File: config.mk
export PLATFORM = sky130hd
export DESIGN_NAME = wb_arbiter_4x1_flat
export DESIGN_NICKNAME = d
export VERILOG_FILES = /design/src/rtl/wb_arb_pkg.sv /design/src/rtl/wb_if.sv /design/src/rtl/wb_rr_arbiter.sv /design/src/rtl/wb_arbiter_4x1.sv /design/src/flat_wrapper.sv
export SDC_FILE = /design/constraint.sdc
export NUM_CORES = 1
export LEC_CHECK = 0
export ABC_CLOCK_PERIOD_IN_PS = 3500
export CORE_AREA = 2 2 217 219
export CTS_CLUSTER_SIZE = 14
export DETAILED_ROUTE_END_ITERATION = 6
export DIE_AREA = 0 0 219 221
export GPL_ROUTABILITY_DRIVEN = 0
export PLACE_DENSITY = 0.39
export SLEW_MARGIN = 20
export SYNTH_ARGS = -nofsm -noshare
export SYNTH_HDL_FRONTEND = slang
export SYNTH_SLANG_ARGS = --single-unit
File: constraint.sdc
create_clock -name clk -period 3.5 [get_ports clk]
set_clock_uncertainty 0.15 [all_clocks]
set_input_delay 0.525 -clock clk [delete_from_list [all_inputs] [get_ports clk]]
set_output_delay 0.525 -clock clk [all_outputs]
set_load 0.02 [all_outputs]
File: src/rtl/wb_arb_pkg.sv
// Shared types and helpers for the 4:1 Wishbone arbiter.
// The round-robin pick is defined once here so the picker and any model agree.
package wb_arb_pkg;

  typedef enum logic [1:0] {
    IDLE,
    GRANT,
    TERM
  } wb_arb_state_e;

  localparam int WB_ARB_N_MASTERS = 4;
  localparam int WB_ARB_CNT_W     = 16;

  // One-hot grant for the first requester at or after last+1, wrapping mod 4.
  function automatic logic [WB_ARB_N_MASTERS-1:0] rr_pick(
    input logic [WB_ARB_N_MASTERS-1:0] req,
    input logic [1:0]                  last
  );
    logic [WB_ARB_N_MASTERS-1:0] g;
    logic [1:0]                  idx;
    logic                        found;
    g     = '0;
    found = 1'b0;
    for (int k = 1; k <= WB_ARB_N_MASTERS; k++) begin
      idx = last + 2'(k);
      if (!found && req[idx]) begin
        g[idx] = 1'b1;
        found  = 1'b1;
      end
    end
    return g;
  endfunction

endpackage

File: src/rtl/wb_if.sv
// Classic Wishbone bundle with master/slave views.
interface wb_if #(
  parameter int ADDR_W = 32,
  parameter int DATA_W = 32
);
  logic              CYC;
  logic              STB;
  logic              WE;
  logic [ADDR_W-1:0] ADR;
  logic [DATA_W-1:0] DAT_W;
  logic [DATA_W-1:0] DAT_R;
  logic [DATA_W/8-1:0] SEL;
  logic [2:0]        CTI;
  logic [1:0]        BTE;
  logic              ACK;
  logic              ERR;

  modport master (output CYC, STB, WE, ADR, DAT_W, SEL, CTI, BTE,
                  input  DAT_R, ACK, ERR);
  modport slave  (input  CYC, STB, WE, ADR, DAT_W, SEL, CTI, BTE,
                  output DAT_R, ACK, ERR);
endinterface

File: src/rtl/wb_rr_arbiter.sv
// Combinational rotating-priority picker: requests plus last winner in,
// one-hot grant and any-request flag out.
module wb_rr_arbiter
  import wb_arb_pkg::*;
(
  input  logic [WB_ARB_N_MASTERS-1:0] req,
  input  logic [1:0]                  last,
  output logic [WB_ARB_N_MASTERS-1:0] gnt,
  output logic                        valid
);

  assign gnt   = rr_pick(req, last);
  assign valid = |req;

endmodule

File: src/rtl/wb_arbiter_4x1.sv
// Four-master to one-slave Wishbone arbiter: round-robin grant held for a
// whole CYC, with a watchdog that errors out transfers the slave never answers.
module wb_arbiter_4x1
  import wb_arb_pkg::*;
#(
  parameter int WB_ADDR_WIDTH  = 32,
  parameter int WB_DATA_WIDTH  = 32,
  parameter int TIMEOUT_CYCLES = 256
) (
  input  logic       clk,
  input  logic       rst,
  wb_if.slave        m0,
  wb_if.slave        m1,
  wb_if.slave        m2,
  wb_if.slave        m3,
  wb_if.master       s0,
  output logic [3:0] gnt,
  output logic       timeout
);

  localparam int SEL_W = WB_DATA_WIDTH / 8;
  localparam bit WDOG_EN = (TIMEOUT_CYCLES > 0);
  localparam logic [WB_ARB_CNT_W-1:0] CNT_LIMIT =
    WB_ARB_CNT_W'((TIMEOUT_CYCLES > 0) ? TIMEOUT_CYCLES - 1 : 0);

  logic [3:0]               req, stb, we, ack, err;
  logic [WB_ADDR_WIDTH-1:0] adr  [WB_ARB_N_MASTERS];
  logic [WB_DATA_WIDTH-1:0] datw [WB_ARB_N_MASTERS];
  logic [SEL_W-1:0]         sel  [WB_ARB_N_MASTERS];
  logic [2:0]               cti  [WB_ARB_N_MASTERS];
  logic [1:0]               bte  [WB_ARB_N_MASTERS];

  assign req = {m3.CYC, m2.CYC, m1.CYC, m0.CYC};
  assign stb = {m3.STB, m2.STB, m1.STB, m0.STB};
  assign we  = {m3.WE,  m2.WE,  m1.WE,  m0.WE};
  assign adr  = '{m0.ADR,   m1.ADR,   m2.ADR,   m3.ADR};
  assign datw = '{m0.DAT_W, m1.DAT_W, m2.DAT_W, m3.DAT_W};
  assign sel  = '{m0.SEL,   m1.SEL,   m2.SEL,   m3.SEL};
  assign cti  = '{m0.CTI,   m1.CTI,   m2.CTI,   m3.CTI};
  assign bte  = '{m0.BTE,   m1.BTE,   m2.BTE,   m3.BTE};

  wb_arb_state_e           state, state_n;
  logic [3:0]              gnt_n, pick;
  logic                    pick_vld;
  logic [1:0]              last, last_n;
  logic [WB_ARB_CNT_W-1:0] cnt, cnt_n;
  logic                    granted, resp, fire;

  wb_rr_arbiter u_rr (
    .req   (req),
    .last  (last),
    .gnt   (pick),
    .valid (pick_vld)
  );

  // While a grant is held, last equals the granted index, so it drives the mux.
  assign granted = (state == GRANT);
  assign resp    = s0.ACK | s0.ERR;
  assign fire    = WDOG_EN && granted && req[last] && stb[last] && !resp &&
                   (cnt == CNT_LIMIT);

  always_ff @(posedge clk or posedge rst) begin
    if (rst) begin
      state <= IDLE;
      gnt   <= '0;
      last  <= 2'd3;
      cnt   <= '0;
    end else begin
      state <= state_n;
      gnt   <= gnt_n;
      last  <= last_n;
      cnt   <= cnt_n;
    end
  end

  always_comb begin
    state_n = state;
    gnt_n   = gnt;
    last_n  = last;
    cnt_n   = '0;
    unique case (state)
      IDLE: begin
        if (pick_vld) begin
          state_n = GRANT;
          gnt_n   = pick;
          for (int i = 0; i < WB_ARB_N_MASTERS; i++) begin
            if (pick[i]) last_n = 2'(i);
          end
        end
      end
      GRANT: begin
        if (resp)           cnt_n = '0;
        else if (stb[last]) cnt_n = cnt + 1'b1;
        else                cnt_n = cnt;
        if (fire) begin
          state_n = TERM;
        end else if (!req[last]) begin
          state_n = IDLE;
          gnt_n   = '0;
        end
      end
      TERM: begin
        state_n = IDLE;
        gnt_n   = '0;
      end
      default: begin
        state_n = IDLE;
        gnt_n   = '0;
      end
    endcase
  end

  assign timeout  = (state == TERM);
  assign s0.CYC   = granted & req[last];
  assign s0.STB   = granted & stb[last];
  assign s0.WE    = granted & we[last];
  assign s0.ADR   = adr[last];
  assign s0.DAT_W = datw[last];
  assign s0.SEL   = sel[last];
  assign s0.CTI   = cti[last];
  assign s0.BTE   = bte[last];

  always_comb begin
    ack = '0;
    err = '0;
    if (granted) begin
      ack[last] = s0.ACK;
      err[last] = s0.ERR;
    end else if (state == TERM) begin
      err[last] = 1'b1;
    end
  end

  assign m0.ACK = ack[0];
  assign m1.ACK = ack[1];
  assign m2.ACK = ack[2];
  assign m3.ACK = ack[3];
  assign m0.ERR = err[0];
  assign m1.ERR = err[1];
  assign m2.ERR = err[2];
  assign m3.ERR = err[3];
  assign m0.DAT_R = s0.DAT_R;
  assign m1.DAT_R = s0.DAT_R;
  assign m2.DAT_R = s0.DAT_R;
  assign m3.DAT_R = s0.DAT_R;

endmodule
File: src/flat_wrapper.sv
// flat-port wrapper written by rule: the top's interface ports become plain ports
module wb_arbiter_4x1_flat import wb_arb_pkg::*;
#(
  parameter int WB_ADDR_WIDTH  = 32,
  parameter int WB_DATA_WIDTH  = 32,
  parameter int TIMEOUT_CYCLES = 256
)
  (clk, rst, gnt, timeout, m0_CYC, m0_STB, m0_WE, m0_ADR, m0_DAT_W, m0_SEL, m0_CTI, m0_BTE, m0_DAT_R, m0_ACK, m0_ERR, m1_CYC, m1_STB, m1_WE, m1_ADR, m1_DAT_W, m1_SEL, m1_CTI, m1_BTE, m1_DAT_R, m1_ACK, m1_ERR, m2_CYC, m2_STB, m2_WE, m2_ADR, m2_DAT_W, m2_SEL, m2_CTI, m2_BTE, m2_DAT_R, m2_ACK, m2_ERR, m3_CYC, m3_STB, m3_WE, m3_ADR, m3_DAT_W, m3_SEL, m3_CTI, m3_BTE, m3_DAT_R, m3_ACK, m3_ERR, s0_CYC, s0_STB, s0_WE, s0_ADR, s0_DAT_W, s0_SEL, s0_CTI, s0_BTE, s0_DAT_R, s0_ACK, s0_ERR);
  wb_if m0_i ();
  wb_if m1_i ();
  wb_if m2_i ();
  wb_if m3_i ();
  wb_if s0_i ();
  input  logic clk;
  input  logic rst;
  output logic [3:0] gnt;
  output logic timeout;
  input wire logic [$bits(m0_i.CYC)-1:0] m0_CYC;
  input wire logic [$bits(m0_i.STB)-1:0] m0_STB;
  input wire logic [$bits(m0_i.WE)-1:0] m0_WE;
  input wire logic [$bits(m0_i.ADR)-1:0] m0_ADR;
  input wire logic [$bits(m0_i.DAT_W)-1:0] m0_DAT_W;
  input wire logic [$bits(m0_i.SEL)-1:0] m0_SEL;
  input wire logic [$bits(m0_i.CTI)-1:0] m0_CTI;
  input wire logic [$bits(m0_i.BTE)-1:0] m0_BTE;
  output wire logic [$bits(m0_i.DAT_R)-1:0] m0_DAT_R;
  output wire logic [$bits(m0_i.ACK)-1:0] m0_ACK;
  output wire logic [$bits(m0_i.ERR)-1:0] m0_ERR;
  input wire logic [$bits(m1_i.CYC)-1:0] m1_CYC;
  input wire logic [$bits(m1_i.STB)-1:0] m1_STB;
  input wire logic [$bits(m1_i.WE)-1:0] m1_WE;
  input wire logic [$bits(m1_i.ADR)-1:0] m1_ADR;
  input wire logic [$bits(m1_i.DAT_W)-1:0] m1_DAT_W;
  input wire logic [$bits(m1_i.SEL)-1:0] m1_SEL;
  input wire logic [$bits(m1_i.CTI)-1:0] m1_CTI;
  input wire logic [$bits(m1_i.BTE)-1:0] m1_BTE;
  output wire logic [$bits(m1_i.DAT_R)-1:0] m1_DAT_R;
  output wire logic [$bits(m1_i.ACK)-1:0] m1_ACK;
  output wire logic [$bits(m1_i.ERR)-1:0] m1_ERR;
  input wire logic [$bits(m2_i.CYC)-1:0] m2_CYC;
  input wire logic [$bits(m2_i.STB)-1:0] m2_STB;
  input wire logic [$bits(m2_i.WE)-1:0] m2_WE;
  input wire logic [$bits(m2_i.ADR)-1:0] m2_ADR;
  input wire logic [$bits(m2_i.DAT_W)-1:0] m2_DAT_W;
  input wire logic [$bits(m2_i.SEL)-1:0] m2_SEL;
  input wire logic [$bits(m2_i.CTI)-1:0] m2_CTI;
  input wire logic [$bits(m2_i.BTE)-1:0] m2_BTE;
  output wire logic [$bits(m2_i.DAT_R)-1:0] m2_DAT_R;
  output wire logic [$bits(m2_i.ACK)-1:0] m2_ACK;
  output wire logic [$bits(m2_i.ERR)-1:0] m2_ERR;
  input wire logic [$bits(m3_i.CYC)-1:0] m3_CYC;
  input wire logic [$bits(m3_i.STB)-1:0] m3_STB;
  input wire logic [$bits(m3_i.WE)-1:0] m3_WE;
  input wire logic [$bits(m3_i.ADR)-1:0] m3_ADR;
  input wire logic [$bits(m3_i.DAT_W)-1:0] m3_DAT_W;
  input wire logic [$bits(m3_i.SEL)-1:0] m3_SEL;
  input wire logic [$bits(m3_i.CTI)-1:0] m3_CTI;
  input wire logic [$bits(m3_i.BTE)-1:0] m3_BTE;
  output wire logic [$bits(m3_i.DAT_R)-1:0] m3_DAT_R;
  output wire logic [$bits(m3_i.ACK)-1:0] m3_ACK;
  output wire logic [$bits(m3_i.ERR)-1:0] m3_ERR;
  output wire logic [$bits(s0_i.CYC)-1:0] s0_CYC;
  output wire logic [$bits(s0_i.STB)-1:0] s0_STB;
  output wire logic [$bits(s0_i.WE)-1:0] s0_WE;
  output wire logic [$bits(s0_i.ADR)-1:0] s0_ADR;
  output wire logic [$bits(s0_i.DAT_W)-1:0] s0_DAT_W;
  output wire logic [$bits(s0_i.SEL)-1:0] s0_SEL;
  output wire logic [$bits(s0_i.CTI)-1:0] s0_CTI;
  output wire logic [$bits(s0_i.BTE)-1:0] s0_BTE;
  input wire logic [$bits(s0_i.DAT_R)-1:0] s0_DAT_R;
  input wire logic [$bits(s0_i.ACK)-1:0] s0_ACK;
  input wire logic [$bits(s0_i.ERR)-1:0] s0_ERR;
  assign m0_i.CYC = m0_CYC;
  assign m0_i.STB = m0_STB;
  assign m0_i.WE = m0_WE;
  assign m0_i.ADR = m0_ADR;
  assign m0_i.DAT_W = m0_DAT_W;
  assign m0_i.SEL = m0_SEL;
  assign m0_i.CTI = m0_CTI;
  assign m0_i.BTE = m0_BTE;
  assign m0_DAT_R = m0_i.DAT_R;
  assign m0_ACK = m0_i.ACK;
  assign m0_ERR = m0_i.ERR;
  assign m1_i.CYC = m1_CYC;
  assign m1_i.STB = m1_STB;
  assign m1_i.WE = m1_WE;
  assign m1_i.ADR = m1_ADR;
  assign m1_i.DAT_W = m1_DAT_W;
  assign m1_i.SEL = m1_SEL;
  assign m1_i.CTI = m1_CTI;
  assign m1_i.BTE = m1_BTE;
  assign m1_DAT_R = m1_i.DAT_R;
  assign m1_ACK = m1_i.ACK;
  assign m1_ERR = m1_i.ERR;
  assign m2_i.CYC = m2_CYC;
  assign m2_i.STB = m2_STB;
  assign m2_i.WE = m2_WE;
  assign m2_i.ADR = m2_ADR;
  assign m2_i.DAT_W = m2_DAT_W;
  assign m2_i.SEL = m2_SEL;
  assign m2_i.CTI = m2_CTI;
  assign m2_i.BTE = m2_BTE;
  assign m2_DAT_R = m2_i.DAT_R;
  assign m2_ACK = m2_i.ACK;
  assign m2_ERR = m2_i.ERR;
  assign m3_i.CYC = m3_CYC;
  assign m3_i.STB = m3_STB;
  assign m3_i.WE = m3_WE;
  assign m3_i.ADR = m3_ADR;
  assign m3_i.DAT_W = m3_DAT_W;
  assign m3_i.SEL = m3_SEL;
  assign m3_i.CTI = m3_CTI;
  assign m3_i.BTE = m3_BTE;
  assign m3_DAT_R = m3_i.DAT_R;
  assign m3_ACK = m3_i.ACK;
  assign m3_ERR = m3_i.ERR;
  assign s0_CYC = s0_i.CYC;
  assign s0_STB = s0_i.STB;
  assign s0_WE = s0_i.WE;
  assign s0_ADR = s0_i.ADR;
  assign s0_DAT_W = s0_i.DAT_W;
  assign s0_SEL = s0_i.SEL;
  assign s0_CTI = s0_i.CTI;
  assign s0_BTE = s0_i.BTE;
  assign s0_i.DAT_R = s0_DAT_R;
  assign s0_i.ACK = s0_ACK;
  assign s0_i.ERR = s0_ERR;
  wb_arbiter_4x1 #(.WB_ADDR_WIDTH(WB_ADDR_WIDTH), .WB_DATA_WIDTH(WB_DATA_WIDTH), .TIMEOUT_CYCLES(TIMEOUT_CYCLES)) u_core (.clk(clk), .rst(rst), .m0(m0_i), .m1(m1_i), .m2(m2_i), .m3(m3_i), .s0(s0_i), .gnt(gnt), .timeout(timeout));
endmodule
==> results of run 1 <==
## cell usage in the layout (no fill, tap or decap), types with 3 or more instances in the layout
| cell type | Yosys | routed |
|---|---|---|
| nand3_1 | 6 | 6 |
| a221oi_1 | 3 | 3 |
| clkdlybuf4s50_1 | 0 | 387 |
| and3_1 | 7 | 7 |
| dfrtp_1 | 22 | 22 |
| xor2_1 | 7 | 7 |
| or3_1 | 4 | 4 |
| nor2_1 | 16 | 16 |
| o21ai_0 | 11 | 11 |
| nand2_1 | 20 | 20 |
| nor4_1 | 3 | 3 |
| nor3_1 | 3 | 3 |
| diode_2 | 0 | 3 |
| a21oi_1 | 6 | 6 |
| xnor2_1 | 4 | 4 |
| mux4_2 | 79 | 79 |
| clkbuf_16 | 0 | 3 |
| buf_4 | 128 | 23 |
| inv_1 | 8 | 7 |
| and2_1 | 7 | 7 |
| ha_1 | 9 | 9 |
## how the worst max path moves through the flow
stage | start | to | slack (ns) | cells after the start
global placement | m3_CYC | s0_CYC | 0.35 | 5
CTS | u_core.last[1]$_DFFE_PP1P_ | s0_ADR[4] | 0.10 | 4
detailed placement | m0_CYC | s0_CYC | 0.37 | 5
finish | u_core.last[1]$_DFFE_PP1P_ | s0_ADR[4] | 0.18 | 4
floorplan | u_core.last[1]$_DFFE_PP1P_ | u_core.last[0]$_DFFE_PP1P_ | 0.10 | 10
global route | u_core.last[0]$_DFFE_PP1P_ | s0_DAT_W[26] | 0.03 | 3
## logic make-up after synthesis
family,share of synthesized area (%)
buffers and inverters,25.5
multiplexers,42.3
AND/OR/NAND/NOR,8.98
AO/OA/AOI/OAI,4.09
flip-flops,14.2
XOR/XNOR,2.27
adder cells (fa/ha/maj),2.65
## worst max-delay path: stages (launching register included)
cell	delay, ns
dfstp_4	0.69
buf_4	0.32
buf_4	0.38
mux4_2	0.40
clkdlybuf4s50_1	0.57
## cell usage after synthesis, types with 2 or more instances
cell type / n
xor2_1: 7
nand2_1: 20
ha_1: 9
and2_1: 7
and3_1: 7
dfrtp_1: 22
buf_1: 3
nor3_1: 3
buf_2: 5
or3_1: 4
mux4_2: 79
nor2_1: 16
nor2b_1: 2
buf_4: 128
o21ai_0: 11
clkbuf_1: 12
nand3_1: 6
mux2i_1: 2
xnor2_1: 4
a221oi_1: 3
nor4_1: 3
inv_1: 8
dfstp_2: 2
a21oi_1: 6
## flip-flops by register name, indices dropped and copies added, names as in the netlist
name,count
u_core.cnt,16
u_core.gnt,4
u_core.last,2
u_core.state,2
## area by class of cell
cell class              instances  area share (%)
diodes                          3          0.0925
clock buffers                   4           0.971
inverters                       8           0.370
multi-input cells             201            31.6
flip-flops and latches         24            7.52
well taps                     607            9.36
repair buffers                411            50.1
## where the power goes
group | switching, mW | internal (mW)
combinational | 2.38 | 2.25
sequential | 0.0750 | 0.331
clock | 0.105 | 0.156
## stage by stage
stage / total power, mW / hold WS, ns / std cells / area, um2 / util [%]
final: 5.30 / 0.351 / 1258 / 8120 / 17.6
after global routing: 5.65 / 0.386 / 1255 / 8110 / 17.6
after CTS: 5.47 / 0.363 / 1255 / 8110 / 17.6
after detailed placement: 5.20 / 0.347 / 1251 / 8030 / 17.4
after global placement: 5.20 / 0.330 / 1251 / 8030 / 17.4
after floorplan: 3.04 / 0.347 / 382 / 4250 / -
## routing by layer
metal / vias up / wire length (um)
li1: 1843 / -
met1: 1997 / 11700
met2: 297 / 12200
met3: 6 / 3860
met4: 2 / 75
met5: - / 77
==> impl_metrics.env, run 1 <==
export IMPL_antenna_found_initial=1
export IMPL_crit_fanout=22
export IMPL_wl_per_cell_um=22.2
export IMPL_path_clk_slew_ns=0.07
export IMPL_fin_tns_setup_ns=0
export IMPL_clk_latency_ns=0.26
export IMPL_cts_hold_buf=0
export IMPL_drive_gt1_share_pct=17.4
export IMPL_vias=4145
export IMPL_yosysSeqAreaShare_pct=14.2
export IMPL_synthCells=382
export IMPL_hold_viol=0
export IMPL_first_pass_iters=4
export IMPL_drv_slew=0
export IMPL_status="finished clean"
export IMPL_cts_repair_resized=0
export IMPL_ctsLongestPathBuffers=2
export IMPL_critical_path_class="reg2out"
export IMPL_setup_viol=0
export IMPL_numCtsBuffers=3
export IMPL_grt_overflow_total=0
export IMPL_fin_crit_sh_pct=94.8
export IMPL_timing_final_crit_period_ns=3.32
export IMPL_yosys_area_top_type_share_pct=41.9
export IMPL_hold_path_class="reg2reg"
export IMPL_grt_pass1_vias=4740
export IMPL_io_buffers=396
export IMPL_fp_dieArea_um2=48400
export IMPL_reg2reg_depth=7
export IMPL_rows=79
export IMPL_setup_slack_ns=0.184
export IMPL_grt_max_degree=36
export IMPL_pin_count=557
export IMPL_drtIter0Drc=147
export IMPL_syn_area_per_cell_um2=11.1
export IMPL_cts_setup_buffers=0
export IMPL_timing_rr_end="u_core.last[0]$_DFFE_PP1P_"
export IMPL_register_area_um2=611
export IMPL_cp_end_kind="primary output"
export IMPL_ant_nets=0
export IMPL_routed_via_density=3.29
export IMPL_synth_edff_count=0
export IMPL_netlist_area_um2=4250
export IMPL_cp_start_kind="flip-flop"
export IMPL_drc=0
export IMPL_initial_utilization_pct=9.23
export IMPL_rsz0062_at_grt="no"
export IMPL_syn_nets=731
export IMPL_ys_ff_latch=24
export IMPL_rr_startpoint="u_core.last[1]$_DFFE_PP1P_"
export IMPL_die_h_um=221
export IMPL_reg2reg_slack_ns=0.57
export IMPL_peakVddDrop_mv=0.210
export IMPL_coreArea_um2=46100
export IMPL_maxCapViolCount=0
export IMPL_hold_start="u_core.gnt[0]$_DFFE_PP0P_"
export IMPL_dp_slack_ns=0.374
export IMPL_area_growth_pct=91.0
export IMPL_yosysTopAreaCell="mux4_2"
export IMPL_crit_arrival_ns=2.64
export IMPL_multiInputGateArea_um2=2560
export IMPL_grt_pass1_wl_um=37900
export IMPL_layout_nets=998
export IMPL_ys_types=37
export IMPL_yosysWarnings=0
export IMPL_synthFlopType="dfrtp_1"
export IMPL_die_w_um=219
export IMPL_gr_usage_met2_pct=17.0
export IMPL_grt_busiest_layer="met2"
export IMPL_cp_required_ns=2.82
export IMPL_cts_sinks=24
export IMPL_fillCellCount=5191
export IMPL_power_density_nw_per_um2=652
export IMPL_hold_end="u_core.gnt[0]$_DFFE_PP0P_"
export IMPL_synth_area_top_cells="mux4_2 (42%), buf_4 (23%), dfrtp_1 (13%)"
export IMPL_fmax_ghz=0.302
export IMPL_worst_pin_slew_ns=0.889
export IMPL_hpwl_um=25600
export IMPL_gr_usage_met1_pct=13.9
export IMPL_holdPathStages=2
export IMPL_ys_async_sr_fraction_pct=100
export IMPL_leakage_nw=2.81
export IMPL_grtUsageTotal_pct=11.2
export IMPL_tritoncts="built"
export IMPL_cts_root_buf="clkbuf_16"
export IMPL_met3_usage_pct=6.96
export IMPL_slew_headroom_pct=40.4
export IMPL_cts_max_level=1
export IMPL_routed_wl_um=28000
No activity file was read; power rests on OpenSTA's default activity.
==> run 2, diff against run 1 <==
Settings changed: CAP_MARGIN set to 5.
==> results of run 2 <==
Same layout as run 1: the final DEF is identical, and so are final timing and power.
